===== src/rtl/mem_arbiter.sv =====
// Purpose: arbitrates one single-port RAM between instruction fetch and data load/store.
// Latency: one IDLE arbitration cycle, then the grant holds until ramstate reports ACCESS.
// Backpressure: the requester that is not granted sees wait=1; a hung grant is ended by a watchdog.
module mem_arbiter #(
    parameter int unsigned TIMEOUT  = 255,
    parameter int unsigned CNT_W    = 8,
    parameter logic [31:0] ERR_WORD = 32'hBAD1BAD1
) (
    input  logic        CLK,
    input  logic        RST,
    input  logic        iREN,
    input  logic [31:0] iaddr,
    output logic        iwait,
    output logic [31:0] iload,
    input  logic        dREN,
    input  logic        dWEN,
    input  logic [31:0] daddr,
    input  logic [31:0] dstore,
    output logic        dwait,
    output logic [31:0] dload,
    output logic        ramREN,
    output logic        ramWEN,
    output logic [31:0] ramaddr,
    output logic [31:0] ramstore,
    input  logic [31:0] ramload,
    input  logic [1:0]  ramstate,
    output logic        mem_err
);

    typedef enum logic [1:0] {
        IDLE = 2'd0,
        IGNT = 2'd1,
        DGNT = 2'd2,
        ERRC = 2'd3
    } state_t;

    typedef struct packed {
        logic        ren;
        logic        wen;
        logic [31:0] addr;
        logic [31:0] store;
    } ram_req_t;

    localparam logic [1:0] RS_ACCESS = 2'd2;
    localparam logic [1:0] RS_ERROR  = 2'd3;

    state_t           state, state_nxt;
    logic             last_d, last_d_nxt;
    logic             err_d, err_d_nxt;
    logic [CNT_W-1:0] wdog;
    ram_req_t         req;

    logic d_pend, access, rerr, timeout, in_grant;

    assign d_pend   = dREN | dWEN;
    assign access   = (ramstate == RS_ACCESS);
    assign rerr     = (ramstate == RS_ERROR);
    assign timeout  = (wdog == CNT_W'(TIMEOUT));
    assign in_grant = (state == IGNT) || (state == DGNT);

    // State register plus the arbitration history, watchdog and sticky error.
    always_ff @(posedge CLK) begin
        if (RST) begin
            state   <= IDLE;
            last_d  <= 1'b0;
            err_d   <= 1'b0;
            wdog    <= '0;
            mem_err <= 1'b0;
        end else begin
            state  <= state_nxt;
            last_d <= last_d_nxt;
            err_d  <= err_d_nxt;
            if (!in_grant) begin
                wdog <= '0;
            end else if (!access && (wdog != {CNT_W{1'b1}})) begin
                wdog <= wdog + CNT_W'(1);
            end
            if (state_nxt == ERRC) begin
                mem_err <= 1'b1;
            end
        end
    end

    always_comb begin
        state_nxt  = state;
        last_d_nxt = last_d;
        err_d_nxt  = err_d;
        case (state)
            IDLE: begin
                if (d_pend && (!iREN || !last_d)) begin
                    state_nxt = DGNT;
                end else if (iREN) begin
                    state_nxt = IGNT;
                end
            end
            DGNT: begin
                if (!d_pend) begin
                    state_nxt = IDLE;
                end else if (access) begin
                    state_nxt  = IDLE;
                    last_d_nxt = 1'b1;
                end else if (rerr || timeout) begin
                    state_nxt = ERRC;
                    err_d_nxt = 1'b1;
                end
            end
            IGNT: begin
                if (!iREN) begin
                    state_nxt = IDLE;
                end else if (access) begin
                    state_nxt  = IDLE;
                    last_d_nxt = 1'b0;
                end else if (rerr || timeout) begin
                    state_nxt = ERRC;
                    err_d_nxt = 1'b0;
                end
            end
            ERRC: begin
                state_nxt  = IDLE;
                last_d_nxt = err_d;
            end
            default: state_nxt = IDLE;
        endcase
    end

    // Enables follow the live request so a requester that gives up frees the RAM at once.
    always_comb begin
        req   = '0;
        iwait = 1'b0;
        dwait = 1'b0;
        iload = '0;
        dload = '0;
        case (state)
            IDLE: begin
                iwait = iREN;
                dwait = d_pend;
            end
            DGNT: begin
                req.ren   = dREN & ~dWEN;
                req.wen   = dWEN;
                req.addr  = daddr;
                req.store = dstore;
                iwait     = iREN;
                dwait     = d_pend & ~access;
                if (d_pend && access) begin
                    dload = ramload;
                end
            end
            IGNT: begin
                req.ren  = iREN;
                req.addr = iaddr;
                iwait    = iREN & ~access;
                dwait    = d_pend;
                if (iREN && access) begin
                    iload = ramload;
                end
            end
            ERRC: begin
                if (err_d) begin
                    dload = ERR_WORD;
                    iwait = iREN;
                end else begin
                    iload = ERR_WORD;
                    dwait = d_pend;
                end
            end
            default: begin
                req = '0;
            end
        endcase
    end

    assign ramREN   = req.ren;
    assign ramWEN   = req.wen;
    assign ramaddr  = req.addr;
    assign ramstore = req.store;

endmodule

===== config.mk =====
export PLATFORM = sky130hd
export DESIGN_NAME = mem_arbiter
export DESIGN_NICKNAME = d
export VERILOG_FILES = /design/src/rtl/mem_arbiter.sv
export SDC_FILE = /design/constraint.sdc
export NUM_CORES = 1
export LEC_CHECK = 0
export ABC_CLOCK_PERIOD_IN_PS = 5750
export CORE_AREA = 4 4 102 104
export DETAILED_ROUTE_END_ITERATION = 10
export DIE_AREA = 0 0 106 108
export PLACE_DENSITY = 0.71
export SYNTH_ARGS = -nofsm -noshare
export SYNTH_HDL_FRONTEND = slang
export SYNTH_SLANG_ARGS = --single-unit

===== constraint.sdc =====
create_clock -name CLK -period 5.75 [get_ports CLK]
set_clock_uncertainty 0.15 [all_clocks]
set_input_delay 1.15 -clock CLK [delete_from_list [all_inputs] [get_ports CLK]]
set_output_delay 1.15 -clock CLK [all_outputs]
set_load 0.03 [all_outputs]

==> out/qor.yml, run 1 <==
timing:
  max_slew_margin_pct: 44.84
  finalMaxSlewViolations: 0
  rsz0062_at_grt: "false"
  period_share_pct: 79.92
  setup_viol: 0
  fin_setup_tns_ps: 0
  worst_pin_slew_ps: 827.4
  fmax_mhz: 217.6
  hold_violations: 0
  period_minus_slack_ps: 4596
synthesis:
  synthCells: 304
  synth_top_cell_by_area: "and2_1"
  yosysUniqueCellTypes: 38
  yosys-top-cells-area: "and2_1 (20%), dfxtp_1 (13%), a22oi_1 (12%), nor2b_1 (10%), nand2_1 (7.7%)"
  synth_commonest_cells: "and2_1 (64), nand2_1 (42), a22oi_1 (33), nor2b_1 (33), clkbuf_1 (20)"
  syn-num-nets: 445
  ys_ff_latch: 13
  yosysMostFrequentCell: "and2_1"
  synth_adder_area_share_pct: 3.674
  synthMuxAreaShare_pct: 0.4899
  syn_area_sq_um: 2043
  synth-simple-area-share_pct: 44.21
  async_flop_share_pct: 0
  synth_area_per_cell_sq_um: 6.721
  synthXorXnorAreaFrac_pct: 2.143
  synth_compound_area_share_pct: 30.19
  synth_flop_cell: "dfxtp_1"
  ys_seq_area_share_pct: 12.74
  synth_top_family_by_area: "simple AND/OR/NAND/NOR gates"
  synth.top_cell.area_share_pct: 19.60
  synth_edf_count: 0
  yosysWarnings: 0
floorplan:
  core_sq_um: 9549
  dieArea_sq_um: 11450
  ios: 268
  dieWidth_um: 106
  start_util_pct: 21.40
  rows: 36
  die_height_um: 108
clocking:
  cts_root_buffer: "clkbuf_8"
  cts_tree: "yes"
  numCtsBuffers: 3
  clockBufferDepth: 2
  clk_pin_slew_worst_paths_ps: 50
  htreeDepth: 1
  cts_resized: 0
  ctsHoldBuffers: 0
  cts_sinks: 13
  clk-insertion-delay-late_ps: 240
  postCtsSetupBuffers: 0
drt:
  first_pass_iters: 4
  met2WireLength_mm: 5.622
  viasPerCell: 4.545
  top_layer: "met5"
  post_drt_wl_per_cell_um: 16.62
  drc: 0
  drt-initial-drc-count: 239
  drt-met1-wl_mm: 4.624
  vias: 3118
  ant_nets: 0
  totalWireLength_mm: 11.40
  dr_wl_met3_um: 916
placed_design:
  postPlaceCellArea_sq_um: 4812
  port_buffers: 267
  dp_hpwl_mm: 9.693
  place_congestion: 0.8093
grt:
  track_usage_pct: 17.95
  grt_pass1_wl_mm: 16.42
  first_global_vias: 3017
  antenna_found_initial: 1
  grt.overflow.total: 0
  grt_start_max_net_pins: 50
critical_path:
  arrival_ps: 3300
  endpoint_kind: "primary output"
  cp.required_ps: 4450
  cp_max_fo: 32
  start_kind: "primary input"
  critical_path_class: "in2out"
power:
  leakage_nw: 1.916
  power.density_nw_per_um2: 138.1
  peakVddDrop_v: 0.00007431
finish:
  nFillCells: 922
  diodes: 0
  synthToLayoutAreaGrowth_pct: 137.7
  drive_gt1_share_pct: 2.712
  nets: 695
  design_area_sq_um: 4857
run:
  drv_cap: 0
min_path:
  worst_hold_path_type: "reg2reg"
status:
  outcome: "completed"
power breakdown:
group	switching, W	total (W)	internal [W]
combinational	0.000250	0.000489	0.000239
sequential	0.00000507	0.000101	0.0000957
clock	0.0000318	0.0000807	0.0000489
total	0.000287	0.000671	0.000384
logic make-up after synthesis:
logic type	Yosys count
flip-flops	13
XOR/XNOR	5
adder cells (fa/ha/maj)	6
AO/OA/AOI/OAI	82
AND/OR/NAND/NOR	165
multiplexers	1
buffers and inverters	32
flip-flops by register name (all words and copies together) (netlist names):
signal	count
last_d	1
wdog	8
err_d	1
state	2
mem_err	1
metal layers:
layer / vias up / GRT usage, %
li1: 1543 / -
met1: 1399 / 21.55
met2: 157 / 32.51
met3: 17 / 3.821
met4: 2 / 4.718
met5: - / 0
area by class of cell:
type                    count  area (sq um)  area share, %
clock buffers               4         45.04         0.9274
repair buffers            272          2710          55.80
well taps                 133         166.4          3.426
flip-flops and latches     13         260.3          5.358
inverters                   5         18.77         0.3864
multi-input cells         259          1657          34.11
final timing paths:
| path | startpoint | slack [ps] | cells after the start | to |
|---|---|---|---|---|
| setup / recovery | ramstate[1] | 1150 | 8 | dload[29] |
| hold / removal | mem_err | 340 | 2 | mem_err |
| setup reg to reg | state[0] | 3540 | 6 | last_d |
| hold reg to reg | mem_err | 340 | 2 | mem_err |
worst max-delay path, cell delays in order:
cell,delay [ps]
clkdlybuf4s50_1,490
nor2b_1,140
buf_4,180
nand2_1,80
nor2_2,100
buf_4,290
a21o_1,180
clkdlybuf4s50_1,690
cells in the final DEF, fill, tap and decap left out, types with 7 or more instances in the layout:
cell type	Yosys	layout
a211oi_1	7	7
a21o_1	19	19
a22oi_1	33	33
and2_1	64	64
clkdlybuf4s50_1	0	267
dfxtp_1	13	13
nand2_1	42	42
nor2_1	11	9
nor2b_1	33	33
o21ai_0	7	7
metrics by stage:
stage	hold WS (ps)	setup slack (ps)	total power, W	util [%]	cells
after detailed placement	338.5	1121	0.0005936	50.39	682
after floorplan	284.5	2237	0.0003561	-	304
after global routing	359.6	1005	0.0007097	50.86	686
final	341.8	1154	0.0006709	50.86	686
after global placement	315.5	1164	0.0005887	50.39	682
after CTS	349.7	1119	0.0006779	50.86	686
No activity file was read; power rests on OpenSTA's default activity.
==> run 2: changes to the inputs <==
- ABC_CLOCK_PERIOD_IN_PS: 5750 -> 4700
- clock period: 5.75 -> 4.7 ns (I/O delays scaled with it)
==> run 2 against run 1 <==
  * Critical path depth shrank 1
  * Non-clock buffer count unchanged
  * Design area is 1.6% lower
  * Sequential share of layout area increased by 0.088 points
  * Via count increased by 0.32%
  * Global-route usage shrank 0.35 points
  * Final cell count stayed put
  * Sequential cell count unchanged
  * Core utilization fell by 0.83 points
  * Critical path type unchanged
  * Critical endpoint is now iload[23]
  * Largest cell class unchanged
  * Largest power group unchanged
==> out/qor.yml, run 2 (same netlist as run 1, synthesis figures left out) <==
status:
  outcome: "completed"
clocking:
  htreeDepth: 1
  clk_pin_slew_worst_paths_ps: 60
  ctsHoldBuffers: 0
  numCtsBuffers: 3
  cts_root_buffer: "clkbuf_8"
  clk-insertion-delay-late_ps: 250
  postCtsSetupBuffers: 0
  cts_resized: 0
  cts_sinks: 13
  cts_tree: "yes"
  clockBufferDepth: 2
power:
  netSwitchingPower_w: 0.0003582
  power.density_nw_per_um2: 172.5
  switching_share_pct: 43.46
  intPower_w: 0.0004661
  p_comb_share_pct: 72.1
  leakage_nw: 1.983
  peakVddDrop_v: 0.00008131
  seq_power_share_pct: 14.9
  power_frac_clock_pct: 13.0
timing:
  hold_violations: 0
  max_slew_margin_pct: 46.44
  period_minus_slack_ps: 4118
  fin_setup_tns_ps: 0
  worst_pin_slew_ps: 803.5
  setup_viol: 0
  fmax_mhz: 242.8
  finalMaxSlewViolations: 0
  rsz0062_at_grt: "false"
  worst_slack_ps: 582.1
  period_share_pct: 87.61
floorplan:
  ios: 268
  start_util_pct: 21.40
  dieWidth_um: 106
  die_height_um: 108
  rows: 36
  dieArea_sq_um: 11450
  core_sq_um: 9549
drt:
  drc: 0
  totalWireLength_mm: 11.16
  viasPerCell: 4.560
  ant_nets: 0
  drt-initial-drc-count: 192
  post_drt_wl_per_cell_um: 16.27
  first_pass_iters: 5
  vias: 3128
finish:
  final_common_cell: "clkdlybuf4s50_1"
  nets: 695
  synthToLayoutAreaGrowth_pct: 133.9
  top_register: "wdog"
  diodes: 0
  multi_input_area_sq_um: 1657
  reg_top3: "wdog x8, state x2"
  most-common-layout-cells: "clkdlybuf4s50_1 (235), and2_1 (64), nand2_1 (42), buf_4 (37)"
  largest_reg_flops: 8
  nFillCells: 937
  seq_area_sq_um: 260.3
  drive_gt1_share_pct: 8.680
placed_design:
  dp_slack_ps: 611.8
  dp_hpwl_mm: 9.543
  port_buffers: 267
  place_congestion: 0.8498
grt:
  grtUsageMet2_pct: 30.74
  grt.overflow.total: 0
  grt_start_max_net_pins: 43
  grt_util_met1_pct: 21.42
  antenna_found_initial: 2
  met3_usage_pct: 4.836
  top_usage_layer: "met2"
  first_global_vias: 2975
  track_usage_pct: 17.60
  grt_pass1_wl_mm: 16.10
critical_path:
  cp.required_ps: 3610
  cp-startpoint: "iREN"
  r2r_start: "state[0]"
  arrival_ps: 3030
  start_kind: "primary input"
  endpoint_kind: "primary output"
  cp_max_fo: 32
  critical_path_class: "in2out"
min_path:
  worst_hold_path_type: "reg2reg"
  hp-start: "mem_err"
run:
  drv_cap: 0
-- run 2: worst paths after layout --
path              cells past startpoint  slack (ps)   endpoint
setup / recovery                      7         580  iload[23]
hold / removal                        2         330    mem_err
setup reg to reg                      6        2310    mem_err
hold reg to reg                       2         330    mem_err
-- run 2: critical path, stage by stage --
cell             delay [ps]
clkdlybuf4s50_1         610
nand2_1                 150
nor2_2                  130
buf_4                   290
nand2_1                 100
nand2_1                  90
clkdlybuf4s50_1         710
-- run 2: cell type report --
type,count,area share (%)
multi-input cells,259,34.67
repair buffers,272,55.04
clock buffers,3,0.8641
well taps,133,3.483
flip-flops and latches,13,5.446
inverters,5,0.3928
clock inverters,1,0.1047
-- run 2: stage by stage --
| step | instances | utilization [%] | hold slack, ps | power, W | instance area [sq um] |
|---|---|---|---|---|---|
| global route | 686 | 50.04 | 356.8 | 0.0008695 | 4778 |
| finish | 686 | 50.04 | 325.7 | 0.0008243 | 4778 |
| detailed placement | 682 | 49.55 | 319.0 | 0.0007224 | 4732 |
| global placement | 682 | 49.55 | 312.6 | 0.0007189 | 4732 |
| CTS | 686 | 50.04 | 331.6 | 0.0008304 | 4778 |
| floorplan | 304 | - | 284.5 | 0.0004357 | 2043 |
-- run 2: power groups by stage --
stage | Sequential [W] | Combinational, W | Clock, W
6_report | 0.000123 | 0.000594 | 0.000107
5_1_grt | 0.000124 | 0.000633 | 0.000113
4_1_cts | 0.000123 | 0.000600 | 0.000108
3_5_place_dp | 0.000125 | 0.000597 | 0
3_3_place_gp | 0.000125 | 0.000594 | 0
2_1_floorplan | 0.000125 | 0.000310 | 0
-- run 2: routing by layer --
layer / wire length (um) / up-vias
li1: - / 1544
met2: 5488 / 158
met5: 21 / -
met4: 206 / 4
met3: 957 / 18
met1: 4491 / 1404
==> run 3: changes to the inputs <==
--- a/config.mk
+++ b/config.mk
@@ -10,4 +10,5 @@
 export DETAILED_ROUTE_END_ITERATION = 10
 export DIE_AREA = 0 0 106 108
+export MAX_ROUTING_LAYER = met4
 export PLACE_DENSITY = 0.71
 export SYNTH_ARGS = -nofsm -noshare
--- a/constraint.sdc
+++ b/constraint.sdc
@@ -3,3 +3,3 @@
 set_input_delay 0.94 -clock CLK [delete_from_list [all_inputs] [get_ports CLK]]
 set_output_delay 0.94 -clock CLK [all_outputs]
-set_load 0.03 [all_outputs]
+set_load 0.005 [all_outputs]
==> run 3 against run 2 <==
  * Die area did not move
  * Highest routed layer is now met4
  * Wire length up 1.2%
  * Critical path type unchanged
  * Register-to-register slack gained 160 ps
  * Setup slack improved by 190 ps
  * Largest power group unchanged
  * Total power is 16% lower
  * Non-clock buffer count stayed put
  * Design area increased by 1.8%
  * Maximum frequency rose by 4.8%
==> out/qor.yml, run 3 (same netlist as run 1, synthesis figures left out) <==
status:
  outcome: "completed"
grt:
  antenna_found_initial: 2
  grt_pass1_wl_mm: 16.32
  grt_start_max_net_pins: 46
  track_usage_pct: 18.40
  first_global_vias: 3017
  grt.overflow.total: 0
min_path:
  whs_path_depth: 2
  worst_hold_path_type: "reg2reg"
  hp-start: "mem_err"
  min_to: "mem_err"
clocking:
  ctsHoldBuffers: 0
  cts_resized: 0
  cts_sinks: 13
  cts_tree: "yes"
  htreeDepth: 1
  postCtsSetupBuffers: 0
  clockBufferDepth: 2
  cts_root_buffer: "clkbuf_8"
  clk_pin_slew_worst_paths_ps: 60
  clk-insertion-delay-late_ps: 250
  numCtsBuffers: 3
floorplan:
  core_sq_um: 9549
  rows: 36
  ios: 268
  dieWidth_um: 106
  start_util_pct: 21.40
  die_height_um: 108
  dieArea_sq_um: 11450
run:
  drv_cap: 0
finish:
  nets: 695
  reg_top3: "wdog x8, state x2"
  most-common-layout-cells: "clkdlybuf4s50_1 (267), and2_1 (64), nand2_1 (42), a22oi_1 (33), nor2b_1 (33)"
  final_common_cell: "clkdlybuf4s50_1"
  top_register: "wdog"
  drive_gt1_share_pct: 2.712
  largest_reg_flops: 8
  synthToLayoutAreaGrowth_pct: 138.0
drt:
  totalWireLength_mm: 11.30
  vias: 3128
  ant_nets: 0
  drt-initial-drc-count: 177
  drc: 0
  first_pass_iters: 4
  post_drt_wl_per_cell_um: 16.42
  viasPerCell: 4.547
power:
  power.density_nw_per_um2: 143.0
  leakage_nw: 1.916
  peakVddDrop_v: 0.00009017
timing:
  setup_viol: 0
  finalMaxSlewViolations: 0
  period_share_pct: 83.57
  worst_pin_slew_ps: 868.5
  period_minus_slack_ps: 3928
  fmax_mhz: 254.6
  max_slew_margin_pct: 42.10
  fin_setup_tns_ps: 0
  fin_hold_ws_ps: 330.5
  rsz0062_at_grt: "false"
  hold_violations: 0
critical_path:
  arrival_ps: 2840
  start_kind: "primary input"
  cp.required_ps: 3610
  r2r_slack_ps: 2470
  endpoint_kind: "primary output"
  cp_max_fo: 32
  reg2regPathDepth: 4
  r2r_start: "state[0]"
  r2r_end: "wdog[4]"
  critical_path_class: "in2out"
placed_design:
  port_buffers: 267
  place_congestion: 0.8395
  dp_hpwl_mm: 9.574
run 3: worst max-delay path by stage:
stage	startpoint	endpoint	slack, ps	depth (start not counted)
floorplan	ramstate[1]	dload[17]	1790	6
global placement	dWEN	dload[28]	790	6
detailed placement	dWEN	dload[28]	780	6
CTS	dWEN	dload[28]	780	6
global route	iREN	iload[11]	660	7
finish	iREN	iload[28]	770	7
run 3: where the power goes:
part / internal (W) / total [W] / switching, W / leakage [nW]
clock network: 0.0000602 / 0.000105 / 0.0000447 / 0.0228
registers: 0.000117 / 0.000123 / 0.00000608 / 0.106
logic: 0.000292 / 0.000467 / 0.000175 / 1.79
total: 0.000469 / 0.000696 / 0.000226 / 1.92
run 3: area by class of cell:
type / instances / area (sq um)
fill: 952 / 4687
timing repair buffer: 272 / 2710
multi-input combinational: 259 / 1657
sequential: 13 / 260.3
tap: 133 / 166.4
clock buffer: 4 / 45.04
inverter: 5 / 18.77
antenna: 2 / 5.005
run 3: routing by layer:
metal / vias up / track usage, % / wire [um]
met5: - / - / 0
met4: 0 / 4.533 / 167
met3: 11 / 3.761 / 862
met2: 161 / 31.79 / 5668
met1: 1410 / 22.06 / 4598
li1: 1546 / - / -
run 3: critical path, cell delays in order:
cell,delay (ps)
clkdlybuf4s50_1,630
nand2_1,180
nor2_2,100
buf_4,280
nand2_1,80
nand2_1,70
clkdlybuf4s50_1,540
run 3: stage by stage:
| step | cells | instance area, sq um | util [%] | power (W) | setup slack (ps) |
|---|---|---|---|---|---|
| after floorplan | 304 | 2043 | - | 0.0003038 | 1793 |
| after global placement | 682 | 4812 | 50.39 | 0.0005890 | 793.9 |
| after detailed placement | 682 | 4812 | 50.39 | 0.0005947 | 784.0 |
| after CTS | 686 | 4857 | 50.86 | 0.0007022 | 780.9 |
| after global routing | 688 | 4862 | 50.92 | 0.0007441 | 664.8 |
| final | 688 | 4862 | 50.92 | 0.0006955 | 772.1 |
